--- config.mk ---
export PLATFORM = sky130hd
export DESIGN_NAME = lcd_clken_gen
export DESIGN_NICKNAME = d
export VERILOG_FILES = /design/src/rtl/lcd_clken_gen.sv
export SDC_FILE = /design/constraint.sdc
export NUM_CORES = 1
export LEC_CHECK = 0
export CAP_MARGIN = 20
export CELL_PAD_IN_SITES_DETAIL_PLACEMENT = 0
export CELL_PAD_IN_SITES_GLOBAL_PLACEMENT = 1
export CORE_ASPECT_RATIO = 0.8
export CORE_MARGIN = 5
export CORE_UTILIZATION = 47
export DETAILED_ROUTE_END_ITERATION = 16
export PLACE_DENSITY = 0.8
export SYNTH_ARGS = -nofsm -noshare
export SYNTH_HDL_FRONTEND = slang
export SYNTH_SLANG_ARGS = --single-unit
export TNS_END_PERCENT = 1
--- constraint.sdc ---
create_clock -name refclk -period 7.2 [get_ports refclk]
set_input_delay 1.44 -clock refclk [delete_from_list [all_inputs] [get_ports refclk]]
set_output_delay 1.44 -clock refclk [all_outputs]
set_load 0.01 [all_outputs]
--- src/rtl/lcd_clken_gen.sv ---
`default_nettype none
// =============================================================================
// Module   : lcd_clken_gen
// Summary  : N-channel divided clock-enable generator with PLL-style lock
//            supervision; optional clk_div square waves (LCD_CLKEN_DUTY_EN).
// Revision : 1.0 - initial release
// =============================================================================
module lcd_clken_gen #(
    parameter int                      NUM_CH      = 3,
    parameter int                      DIV_W       = 8,
    parameter int                      LOCK_CYCLES = 64,
    parameter logic [NUM_CH*DIV_W-1:0] DIV_INIT    = {8'd20, 8'd10, 8'd30},
    localparam int                     CH_W        = (NUM_CH > 1) ? $clog2(NUM_CH) : 1
) (
    input  logic              refclk,
    input  logic              reset_n,
    input  logic              cfg_we,
    input  logic [CH_W-1:0]   cfg_ch,
    input  logic [DIV_W-1:0]  cfg_div,
    input  logic [DIV_W-1:0]  cfg_phase,
    output logic              cfg_ready,
    output logic              locked,
`ifdef LCD_CLKEN_DUTY_EN
    output logic [NUM_CH-1:0] clk_div,
`endif
    output logic [NUM_CH-1:0] clken
);

    localparam int              SC_W        = $clog2(LOCK_CYCLES);
    localparam logic [SC_W-1:0] SETTLE_LAST = SC_W'(LOCK_CYCLES - 1);
    localparam logic [CH_W:0]   CH_LIMIT    = (CH_W + 1)'(NUM_CH);

    typedef enum logic [0:0] {
        ST_SETTLE = 1'b0,
        ST_LOCKED = 1'b1
    } state_t;

    state_t            state_q, state_d;
    logic [SC_W-1:0]   settle_cnt_q, settle_cnt_d;
    logic              locked_q, locked_d;
    logic [NUM_CH-1:0] clken_q, clken_d;
    logic [DIV_W-1:0]  div_q   [NUM_CH];
    logic [DIV_W-1:0]  div_d   [NUM_CH];
    logic [DIV_W-1:0]  phase_q [NUM_CH];
    logic [DIV_W-1:0]  phase_d [NUM_CH];
    logic [DIV_W-1:0]  cnt_q   [NUM_CH];
    logic [DIV_W-1:0]  cnt_d   [NUM_CH];

    logic              w_wr_accept;
    logic [DIV_W-1:0]  w_last      [NUM_CH];
    logic [DIV_W-1:0]  w_phase_eff [NUM_CH];

`ifdef LCD_CLKEN_DUTY_EN
    logic [NUM_CH-1:0] clk_div_q, clk_div_d;
    logic [DIV_W:0]    w_half [NUM_CH];
`endif

    always_comb begin
        state_d      = state_q;
        settle_cnt_d = '0;
        w_wr_accept  = cfg_we && locked_q && ({1'b0, cfg_ch} < CH_LIMIT);

        case (state_q)
            ST_SETTLE: begin
                if (settle_cnt_q == SETTLE_LAST) begin
                    state_d = ST_LOCKED;
                end else begin
                    settle_cnt_d = settle_cnt_q + 1'b1;
                end
            end
            ST_LOCKED: begin
                if (w_wr_accept) begin
                    state_d = ST_SETTLE;
                end
            end
            default: state_d = ST_SETTLE;
        endcase

        locked_d = (state_d == ST_LOCKED);

        // Counters only advance across two consecutive LOCKED cycles, so every
        // lock starts with all channels at zero and therefore phase-aligned.
        for (int i = 0; i < NUM_CH; i++) begin
            div_d[i]   = div_q[i];
            phase_d[i] = phase_q[i];
            if (w_wr_accept && (cfg_ch == CH_W'(i))) begin
                div_d[i]   = cfg_div;
                phase_d[i] = cfg_phase;
            end
            w_last[i]      = (div_d[i] == '0) ? '0 : div_d[i] - 1'b1;
            w_phase_eff[i] = (phase_d[i] > w_last[i]) ? w_last[i] : phase_d[i];
            cnt_d[i]       = '0;
            if ((state_q == ST_LOCKED) && (state_d == ST_LOCKED)) begin
                cnt_d[i] = (cnt_q[i] >= w_last[i]) ? '0 : cnt_q[i] + 1'b1;
            end
            clken_d[i] = locked_d && (cnt_d[i] == w_phase_eff[i]);
        end
    end

`ifdef LCD_CLKEN_DUTY_EN
    // High for the first ceil(div_eff/2) counts of each period.
    always_comb begin
        for (int i = 0; i < NUM_CH; i++) begin
            w_half[i]    = ({1'b0, w_last[i]} + (DIV_W + 1)'(2)) >> 1;
            clk_div_d[i] = locked_d && ({1'b0, cnt_d[i]} < w_half[i]);
        end
    end
`endif

    always_ff @(posedge refclk) begin
        if (!reset_n) begin
            state_q      <= ST_SETTLE;
            settle_cnt_q <= '0;
            locked_q     <= 1'b0;
            clken_q      <= '0;
            for (int i = 0; i < NUM_CH; i++) begin
                div_q[i]   <= DIV_INIT[i*DIV_W +: DIV_W];
                phase_q[i] <= '0;
                cnt_q[i]   <= '0;
            end
`ifdef LCD_CLKEN_DUTY_EN
            clk_div_q    <= '0;
`endif
        end else begin
            state_q      <= state_d;
            settle_cnt_q <= settle_cnt_d;
            locked_q     <= locked_d;
            clken_q      <= clken_d;
            div_q        <= div_d;
            phase_q      <= phase_d;
            cnt_q        <= cnt_d;
`ifdef LCD_CLKEN_DUTY_EN
            clk_div_q    <= clk_div_d;
`endif
        end
    end

    assign locked    = locked_q;
    assign cfg_ready = locked_q;
    assign clken     = clken_q;
`ifdef LCD_CLKEN_DUTY_EN
    assign clk_div   = clk_div_q;
`endif

endmodule
`default_nettype wire

==> flow_metrics.tcl <==
set metrics [dict create \
    cts_tree "built" \
    rows 36 \
    syn_area_per_cell_um2 8.052 \
    synth.yosys.seq_area_share_pct 27.66 \
    drcViolationCount 0 \
    die_x_um 135.6 \
    gp_congestion 0.8948 \
    timing.rr.start "cfg_ready$_SDFF_PN0_" \
    ff2ff_path_depth 16 \
    wirelength_um 16370 \
    arrival_ps 6590 \
    max_freq_mhz 157.3 \
    coreArea_mm2 0.01225 \
    ys_async_sr_fraction_pct 0 \
    p_leak_nw 2.710 \
    worstSkewPairLatency_ps 350 \
    slew_headroom_pct 39.79 \
    start_util_pct 48.44 \
    via_per_inst 5.722 \
    status "finished clean" \
    post-route-period-util_pct 88.31 \
    yosysWarnings 0 \
    p_clk_share_pct 51.6 \
    hold_class "flop to flop" \
    power_w 0.001030 \
    whs_endpoint "settle_cnt_q[0]$_SDFF_PP0_" \
    drt_iter0_drc 448 \
    synthCells 737 \
    synth.distinct_cells 75 \
    layout-drive-gt1-share_pct 6.000 \
    hpwl_um 12340 \
    die_area_mm2 0.01499 \
    die_y_um 110.5 \
    n_antenna_cell 0 \
    netSwitchingPower_w 0.0002206 \
    synth-edff-count 0 \
    worst_slew_pin_slew_ps 902.4 \
    grt_pass1_vias 5040 \
    cts_root_buf "clkbuf_16" \
    required_ps 7430 \
    area_growth_pct 11.43 \
    endpoint_kind "flop" \
    holdPathStages 1 \
    post_drt_wl_per_cell_um 17.77 \
    cts_sinks 82 \
    p_per_area_mw_per_mm2 155.7 \
    intPower_w 0.0008093 \
    portBuffers 25 \
    cap_violations 0 \
    clk_pin_slew_ps 60 \
    cts_max_path_buffers 2 \
    grt_pass1_wl_um 26770 \
    ys.flop_type "dfxtp_1" \
    fin_crit_ps 6358 \
    grt_max_degree 60 \
    crit_fanout 22 \
    syn_area_mm2 0.005934 \
    seq_power_share_pct 44.3 \
    cts-htree-levels 3 \
    path_class "input port to flop" \
    nets 822 \
    cts_buffers 9 \
    postRouteAntennaNets 0 \
    synth_seq_cells 82 \
    p_sw_share_pct 21.42 \
    slew_viol_final 0 \
    post-cts-setup-buffers 0 \
    synth_nets 813 \
    grt_usage_pct 22.22 \
    finalSetupTns_ps 0 \
    post_cts_resized 0 \
    ir_drop_mv 0.1213 \
    ff2ff_setup_slack_ps 1770 \
    hold_start "settle_cnt_q[0]$_SDFF_PP0_" \
    power_frac_comb_pct 4.1 \
    hold_buffers 0 \
    setup_viol_count_final 0 \
    r2r_end "clken[0]$_SDFF_PN0_" \
    cp-start-kind "input port" \
    dr_total_vias 5270 \
    antenna_found_initial 0 \
    rsz0062_at_grt "no" \
    fin_skew_ps 8.914 \
    hold_viol 0 \
    io_pins 26 \
    firstDrtPassIters 5 \
    grt_overflow 0 \
]
-- final cells by class --
cell class,count,area [µm²]
clock buffer,10,229.0
fill,1162,5639
multi-input combinational,593,4033
tap,171,214.0
sequential,82,1642
timing repair buffer,29,275.3
clock inverter,5,103.9
inverter,31,116.4
-- flip-flops by register name, summed over array words and instances, names as in the netlist --
signal	count
cfg_ready	1
phase_q	24
settle_cnt_q	6
cnt_q	24
div_q	24
clken	3
-- per-stage QoR --
| step | std cells | cell area [µm²] | setup slack, ps | util [%] | hold WS [ps] |
|---|---|---|---|---|---|
| after floorplan | 737 | 5934 | 1327 | - | 417.6 |
| after global placement | 906 | 6280 | 693.5 | 51.26 | 432.8 |
| after detailed placement | 906 | 6280 | 508.2 | 51.26 | 441.2 |
| after CTS | 921 | 6613 | 846.8 | 53.97 | 453.4 |
| after global routing | 921 | 6613 | 570.4 | 53.97 | 472.0 |
| final | 921 | 6613 | 841.6 | 53.97 | 450.6 |
-- critical path: stages --
cell and delay (ps):
clkdlybuf4s50_1 500, and4bb_4 640, mux2i_1 420, ha_1 230
or2b_2 290, or4_4 430, and2_4 200, o211ai_1 190
ha_1 230, and4_1 240, a21boi_0 260, a22o_2 360
mux2i_1 330, xnor2_1 110, nor3b_1 190, o21ai_1 110
a2111oi_2 400
-- Yosys cell counts, types with 21 or more instances --
cell	instances	share of area, %
nand2_1	96	6.1
dfxtp_1	82	28
nor2_1	73	4.6
ha_1	55	12
nand3_1	33	2.8
a21oi_1	32	2.7
inv_1	30	1.9
mux2i_1	28	4.7
xnor2_1	27	4.0
o21ai_0	24	2.0
xor2_1	24	3.5
clkbuf_1	23	1.5
nor2b_1	21	2.2
-- cells in the final DEF, fill, tap and decap left out, types with 8 or more instances in the layout --
cell,n
nand2_1,96
dfxtp_1,82
nor2_1,73
ha_1,55
nand3_1,33
a21oi_1,32
inv_1,30
mux2i_1,28
xnor2_1,27
o21ai_0,24
xor2_1,24
clkdlybuf4s50_1,24
nor2b_1,21
and2_1,19
a21boi_0,14
nand4_1,11
nor3_1,11
clkbuf_16,9
a211oi_1,8
-- how the worst max path moves through the flow --
stage | to | cells past startpoint | startpoint
6_report | clken[0]$_SDFF_PN0_ | 17 | cfg_ch[1]
5_1_grt | clken[0]$_SDFF_PN0_ | 17 | cfg_ch[1]
4_1_cts | clken[0]$_SDFF_PN0_ | 17 | cfg_ch[1]
3_3_place_gp | clken[0]$_SDFF_PN0_ | 17 | cfg_ch[1]
3_5_place_dp | clken[0]$_SDFF_PN0_ | 17 | cfg_ch[1]
2_1_floorplan | clken[1]$_SDFF_PN0_ | 19 | cfg_ch[1]
-- power groups by stage --
stage / sequential [W] / combinational [W] / clock, W
after floorplan: 0.000466 / 0.0000167 / 0
after global placement: 0.000466 / 0.0000409 / 0
after detailed placement: 0.000466 / 0.0000414 / 0
after CTS: 0.000456 / 0.0000416 / 0.000542
after global routing: 0.000456 / 0.0000445 / 0.000562
final: 0.000456 / 0.0000420 / 0.000532
-- layer usage --
metal  GRT usage, %  vias up  part of all wire [%]
met2          32.99      137                    43
met3          4.545       14                   5.6
met1          32.45     2489                    50
met4          6.111        0                   1.4
met5              0        -                     0
li1               -     2630                     -
-- kinds of logic after synthesis --
| logic type | count (synthesis) | share of synthesized area (%) |
|---|---|---|
| adder cells (fa/ha/maj) | 55 | 11.60 |
| AO/OA/AOI/OAI | 137 | 16.00 |
| XOR/XNOR | 51 | 7.527 |
| buffers and inverters | 62 | 4.385 |
| flip-flops | 82 | 27.66 |
| AND/OR/NAND/NOR | 317 | 27.16 |
| multiplexers | 33 | 5.671 |
(Power assumes the default switching activity.)
